$ cat src/rtl/led_scan_ctrl.sv
// Eight-digit multiplexed seven-segment scan controller with a tear-free,
// frame-synchronous double-buffered display word.
module led_scan_ctrl #(
  parameter int CLK_DIV        = 50000,
  parameter bit SEG_ACTIVE_LOW = 1'b0
) (
  input  logic        clk,
  input  logic        rst_n,
  input  logic        wr_en,
  input  logic [31:0] disp_data,
  input  logic [7:0]  dp_mask,
  input  logic [7:0]  digit_en,
  output logic [2:0]  cs_pointer,
  output logic [7:0]  seg,
  output logic        frame_done,
  output logic        upd_pending
);

  localparam int                CNT_W    = (CLK_DIV > 2) ? $clog2(CLK_DIV) : 1;
  localparam logic [CNT_W-1:0]  DIV_LAST = CNT_W'(CLK_DIV - 1);
  localparam logic [7:0]        SEG_OFF  = SEG_ACTIVE_LOW ? 8'hFF : 8'h00;

  function automatic logic [6:0] hex7(input logic [3:0] nib);
    logic [6:0] pat;
    case (nib)
      4'h0:    pat = 7'h3F;
      4'h1:    pat = 7'h06;
      4'h2:    pat = 7'h5B;
      4'h3:    pat = 7'h4F;
      4'h4:    pat = 7'h66;
      4'h5:    pat = 7'h6D;
      4'h6:    pat = 7'h7D;
      4'h7:    pat = 7'h07;
      4'h8:    pat = 7'h7F;
      4'h9:    pat = 7'h6F;
      4'hA:    pat = 7'h77;
      4'hB:    pat = 7'h7C;
      4'hC:    pat = 7'h39;
      4'hD:    pat = 7'h5E;
      4'hE:    pat = 7'h79;
      default: pat = 7'h71;
    endcase
    return pat;
  endfunction

  function automatic logic [7:0] polarity(input logic [7:0] s);
    return SEG_ACTIVE_LOW ? ~s : s;
  endfunction

  logic [CNT_W-1:0] div_cnt;
  logic             tick;
  logic             wrap;

  logic [31:0] data_pend;
  logic [7:0]  dp_pend;
  logic [7:0]  en_pend;
  logic [31:0] data_a;
  logic [7:0]  dp_a;
  logic [7:0]  en_a;

  logic [3:0]  nib_p0;
  logic [7:0]  seg_p0;

  assign tick = (div_cnt == DIV_LAST);
  assign wrap = tick && (cs_pointer == 3'd7);

  always_ff @(posedge clk or negedge rst_n) begin
    if (!rst_n) begin
      div_cnt    <= '0;
      cs_pointer <= 3'd0;
      frame_done <= 1'b0;
    end else begin
      div_cnt    <= tick ? '0 : div_cnt + 1'b1;
      cs_pointer <= tick ? cs_pointer + 3'd1 : cs_pointer;
      frame_done <= wrap;
    end
  end

  // A write landing on the wrap edge bypasses the pending copy so the new
  // frame starts with it and nothing is left waiting.
  always_ff @(posedge clk or negedge rst_n) begin
    if (!rst_n) begin
      data_pend   <= '0;
      dp_pend     <= '0;
      en_pend     <= '0;
      data_a      <= '0;
      dp_a        <= '0;
      en_a        <= '0;
      upd_pending <= 1'b0;
    end else begin
      if (wr_en) begin
        data_pend <= disp_data;
        dp_pend   <= dp_mask;
        en_pend   <= digit_en;
      end
      if (wrap) begin
        data_a      <= wr_en ? disp_data : data_pend;
        dp_a        <= wr_en ? dp_mask   : dp_pend;
        en_a        <= wr_en ? digit_en  : en_pend;
        upd_pending <= 1'b0;
      end else if (wr_en) begin
        upd_pending <= 1'b1;
      end
    end
  end

  // Stage p0: segment pattern for the digit currently selected
  always_comb begin
    nib_p0 = data_a[{cs_pointer, 2'b00} +: 4];
    seg_p0 = 8'h00;
    if (en_a[cs_pointer])
      seg_p0 = {dp_a[cs_pointer], hex7(nib_p0)};
  end

  // Stage p1: registered so seg aligns with the decoder's registered select
  always_ff @(posedge clk or negedge rst_n) begin
    if (!rst_n)
      seg <= SEG_OFF;
    else
      seg <= polarity(seg_p0);
  end

endmodule

$ cat config.mk
export PLATFORM = sky130hd
export DESIGN_NAME = led_scan_ctrl
export DESIGN_NICKNAME = d
export VERILOG_FILES = /design/src/rtl/led_scan_ctrl.sv
export SDC_FILE = /design/constraint.sdc
export NUM_CORES = 1
export LEC_CHECK = 0
export ABC_AREA = 1
export CAP_MARGIN = 10
export CORE_ASPECT_RATIO = 0.7
export CORE_MARGIN = 1.5
export CORE_UTILIZATION = 60
export DETAILED_ROUTE_END_ITERATION = 16
export PLACE_DENSITY = 0.95
export SYNTH_ARGS = -nofsm -noshare
export SYNTH_HDL_FRONTEND = slang
export SYNTH_SLANG_ARGS = --single-unit
$ cat constraint.sdc
create_clock -name clk -period 3.1 [get_ports clk]
set_input_delay 0.93 -clock clk [delete_from_list [all_inputs] [get_ports clk]]
set_output_delay 0.93 -clock clk [all_outputs]
set_load 0.01 [all_outputs]
; ---- Word-level counts from Yosys, hierarchy flattened
; Memory sizes are Yosys's and may differ from the RTL's.
; Index checks and enable logic that the tools add are counted.
[op_classes]
add_sub_neg = 2
mul = 0
div = 0
order_cmp = 1
eq_ne = 2
shifts = 1
mux = 11
n_bitwise = 0
n_reduce_logical = 2
[ops]
columns = op, count
row1 = two-way mux 32 bit, 1
row2 = variable part select 32 x 6 -> 4 bit, 1
row3 = two-way mux 8 bit, 3
row4 = "adder 16 x 1 -> 16 bit, second input constant", 1
row5 = "== test 16 bit, second input constant", 1
row6 = two-way mux 16 bit, 1
row7 = binary-select mux 1 bit (select 3 bit), 2
row8 = "< comparator 3 x 4 -> 1 bit, second input constant", 1
row9 = two-way mux 1 bit, 4
row10 = "adder 3 x 1 -> 3 bit, second input constant", 1
row11 = "== test 3 bit, second input constant", 1
row12 = nonzero test 2 bit, 1
row13 = logical AND 1 bit, 1
[totals]
register_bits = 125
latch_bits = 0
mem_bits_rw = 0
romBits = 112
input_bits = 51
elab_cells = 31
n_memories = 1
[memory_table]
columns = name, words, word_bits, rd, rd_clocked_by_memory_dff, wr, line_no
row1 = (name not given), 16, 7, 1, 0, 0, 25  ; case (nib)

; ---- Depth between registers and ports, before layout
[logic_depth]
word_depth = 3
mapped_depth = 14
ltp_nobuf = 13

; ---- Worst setup path before layout
; No wires, ideal clock.
[synth_timing]
path_kind = input to register
from = in wr_en
to = reg data_a[15]
setup_time_ns = 0.116
t_arrival_ns = 1.796
required_ns = 2.984
slack_ns = 1.187
cell_stages = 5
path_cell_list = buf_2 buf_2 mux2_2 nand2_1 nand2_1
[synth_between]
elab_chain_len = 1
[synth_lines]
columns = element, line_no
row1 = start: declaration, 9  ; input logic wr_en,
row2 = two-way mux 32 bit, -
row3 = end signal: assignment, 97  ; data_a <= wr_en ? disp_data : data_pend;
row4 = end: declaration, 57  ; logic [31:0] data_a;
; No other way between the ends.
; A chain may end at the register's enable or synchronous reset.

; ---- Worst setup path after layout
[layout_timing]
from = reg cs_pointer[1]
to = out cs_pointer[1]
[layout_lines]
columns = element, line_no
row1 = start: declaration, 13  ; output logic [2:0] cs_pointer,
row2 = start signal: assignment, 74  ; cs_pointer <= tick ? cs_pointer + 3'd1 : cs_pointer;
; No word-level cell between the ends.

==> impl_results.md <==
* Crit path kind: reg -> out
* Top-count cell post-synth: nand2_1
* Delay-heaviest family, CP: flip-flops
* Synthesis-stage register bit count at between 100 and 150
* Worst skew pair latency at 420 ps
* Post-route ant nets at 0
* Hold Vio Cnt, Final at 0
* Crit Path Max Fanout at 15
* Setup TNS at 0 ps
* Outcome: finished clean
* First-pass DRT Iterations at 8
* Syn_nets at 644
* Sequential power share at approximately two fifths
* Combinational share of power at under 10%
* Min-delay src: div_cnt[0]$_DFF_PN0_
* DR vias at between 4000 and 5000
* Period utilization at 87.71%
* Buf/Inv on CP at 1
* Skew final at ~11 ps
* Htree depth at 4
* Final hold slack at 464.1 ps
* Synth Instances at approximately 580
* Post-CTS Repair Setup Buffers at 0
* Dpl hpwl at about 8.5 mm
* Mean area per synthesized cell at about 9.5 um2
* Core Area at 9035 um2
* Gpl congestion at between 0.8 and 0.9
* Ys Warns at 0
* Post-CTS Hold Fix Bufs at 0
* VDD IR max at 0.6515 mV
* Area grow syn2layout at 24.96%
* Pin count of the biggest net entering global routing at 54
* Power per Cell Area at 594.6 nW/um2
* RR Startpoint: cs_pointer[0]$_DFFE_PN0N_
* R2r worst-path depth at 11
* Antenna diodes at 0
* CP endpoint kind: output pin
* Post-cts repair resize count at 0
* Pleak at between 3 and 4 nW
* Asr flop ratio synth at 100.0%
* Worst Path Required at between 2000 and 2500 ps
* Cts bufs inserted at 17
* Hold EP: div_cnt[0]$_DFF_PN0_
* Int Pwr at between 3 and 4 mW
* CP max stage cell: dfrtp_1
* Routed len/inst at roughly 18 um
* Total gr overflow at 0
* Slew @ Worst Pin at between 700 and 800 ps
* WP data arrival at 1790 ps
* Post-synth EDFFs at 0
* Final Cell Area at roughly 7000 um2
* Final setup viols at 0
* Slew HR at about half
* Worst-case clock buffer depth at 2
* Top Ports at 64
* Layout cells sized above 1 at about 15%
* Hold Crit Depth at 1
* Root buffer cell: clkbuf_16
* Startpoint types: flip-flop
* Dominant cells by area after synthesis: dfrtp_1, nand2_1, mux2_2
* Post-synthesis sequential area ratio at a little under three fifths
* Synth Flop Type: dfrtp_1
* R2r endpoint: seg[3]$_DFF_PN0_
* Yosys top cell area share at around 56%
* Most instantiated cells after synthesis: nand2_1, dfrtp_1, inv_1, o21ai_0, mux2_2
* DRC at 0
* Clock power frac at between 50 and 60%
* Switching share of power at a little over a fifth
* Die area at ~9900 um2
* Die Ht at 83.61 um
* CTS tree: built
* Tmin final at 2719 ps
* CP peak stage delay at a little over 700 ps
* Final Max Slew Viols at 0
* Clock-pin slew on the worst setup and hold paths at ~60 ps
* Pre-CTS WS at between 800 and 900 ps
* Leading area contributor after synthesis: dfrtp_1
* Fmax at around 0.37 GHz
* Fin nets at roughly 710
* Die W at about 120 um
* RSZ-0062 raised after global routing: false
* Routed Wire Length at 14.25 mm
* Max-cap violation count at 0
* Placed Area at 6304 um2
* Vias in the first global route at about 4800
* Iter 0 DRT Violations at between 400 and 500
* First-pass GRT wire length at approximately 23 mm
* PortBufs at between 60 and 70
* Cell Area, Synth at 5569 um2
* Min-delay worst type: reg -> reg
* Sink Count at approximately 130
* Vias/cell at between 5 and 6
* Crit-path cells: clkdlybuf4s50_1
* Sw Pwr at 0.8796 mW
* # rows at 29
* Starting Density at between 60 and 70%
* Synth unique cells at 33
* R2R setup slack at approximately 670 ps
* Initial antenna violation count at 0
* GRT Total Usage at between 30% and 40%
* Setup ws final at ~380 ps
-- per-layer routing --
| layer | part of all wire, % | global-route usage, % |
|---|---|---|
| met5 | 0 | 0 |
| met2 | 51 | 53.01 |
| met3 | 7.8 | 8.880 |
| met4 | 2.6 | 13.64 |
| met1 | 39 | 35.32 |
-- worst max-delay path by stage --
stage,slack (ps),endpoint,cells past startpoint,from
final,380,cs_pointer[1],1,cs_pointer[1]$_DFFE_PN0N_
after global placement,870,dp_a[6]$_DFFE_PN0P_,5,wr_en
after CTS,410,cs_pointer[1],1,cs_pointer[1]$_DFFE_PN0N_
after floorplan,1190,data_a[15]$_DFFE_PN0P_,5,wr_en
after global routing,360,cs_pointer[1],1,cs_pointer[1]$_DFFE_PN0N_
after detailed placement,810,seg[3]$_DFF_PN0_,11,cs_pointer[0]$_DFFE_PN0N_
-- cell families after synthesis --
| group | Yosys count | synth area share [%] |
|---|---|---|
| simple gates | 234 | 17.70 |
| flops | 125 | 56.17 |
| mux | 48 | 9.706 |
| fa+ha+maj | 9 | 2.022 |
| compound gates | 78 | 7.279 |
| xor+xnor | 4 | 0.6290 |
| buf+inv | 86 | 6.493 |
-- flip-flops by register name (all words and copies together) (netlist names) --
name and flops:
en_a 8, en_pend 8, dp_pend 8, div_cnt 16
data_a 32, cs_pointer 3, frame_done 1, dp_a 8
seg 8, data_pend 32, upd_pending 1
-- cell usage in the layout (no fill, tap or decap), types with 2 or more instances in the layout --
cell type        Yosys  routed
inv_2                5       5
nand3_1             28      28
clkbuf_16            0      17
clkinvlp_4           0       4
inv_1               58      58
nand2_1            160     160
xor2_1               4       4
o21ai_0             53      53
clkinv_4             0       2
ha_1                 9       9
o211ai_1             2       2
clkdlybuf4s50_1      0      61
nand2_2              2       2
a31oi_1              2       2
buf_4                1       6
buf_12               0       2
bufinv_16            0       5
a21oi_1             18      18
nor2_1              24      24
clkinv_2             0       2
nor3_1              10      10
nand4_1              3       3
mux2_2              48      48
dfrtp_1            125     125
-- area by class of cell --
cell class	instances	area (um2)
clock inverter	14	216.5
multi-input combinational	373	2079
timing repair buffer	70	700.7
clock buffer	18	439.2
tap	124	155.1
inverter	64	240.2
sequential	125	3128
fill	505	2076
-- power groups by stage --
stage | clock network [mW] | registers, mW | logic (mW)
6_report | 2.21 | 1.72 | 0.209
3_5_place_dp | 0 | 1.74 | 0.206
2_1_floorplan | 0 | 1.73 | 0.0881
3_3_place_gp | 0 | 1.74 | 0.197
4_1_cts | 2.21 | 1.72 | 0.211
5_1_grt | 2.29 | 1.72 | 0.228
-- stage by stage --
step	total power [mW]	std cells	utilization, %
finish	4.138	788	77.03
floorplan	1.821	584	-
global route	4.234	788	77.03
CTS	4.142	788	77.03
detailed placement	1.947	756	69.77
global placement	1.933	756	69.77
Power figures use the tool's default switching activity.
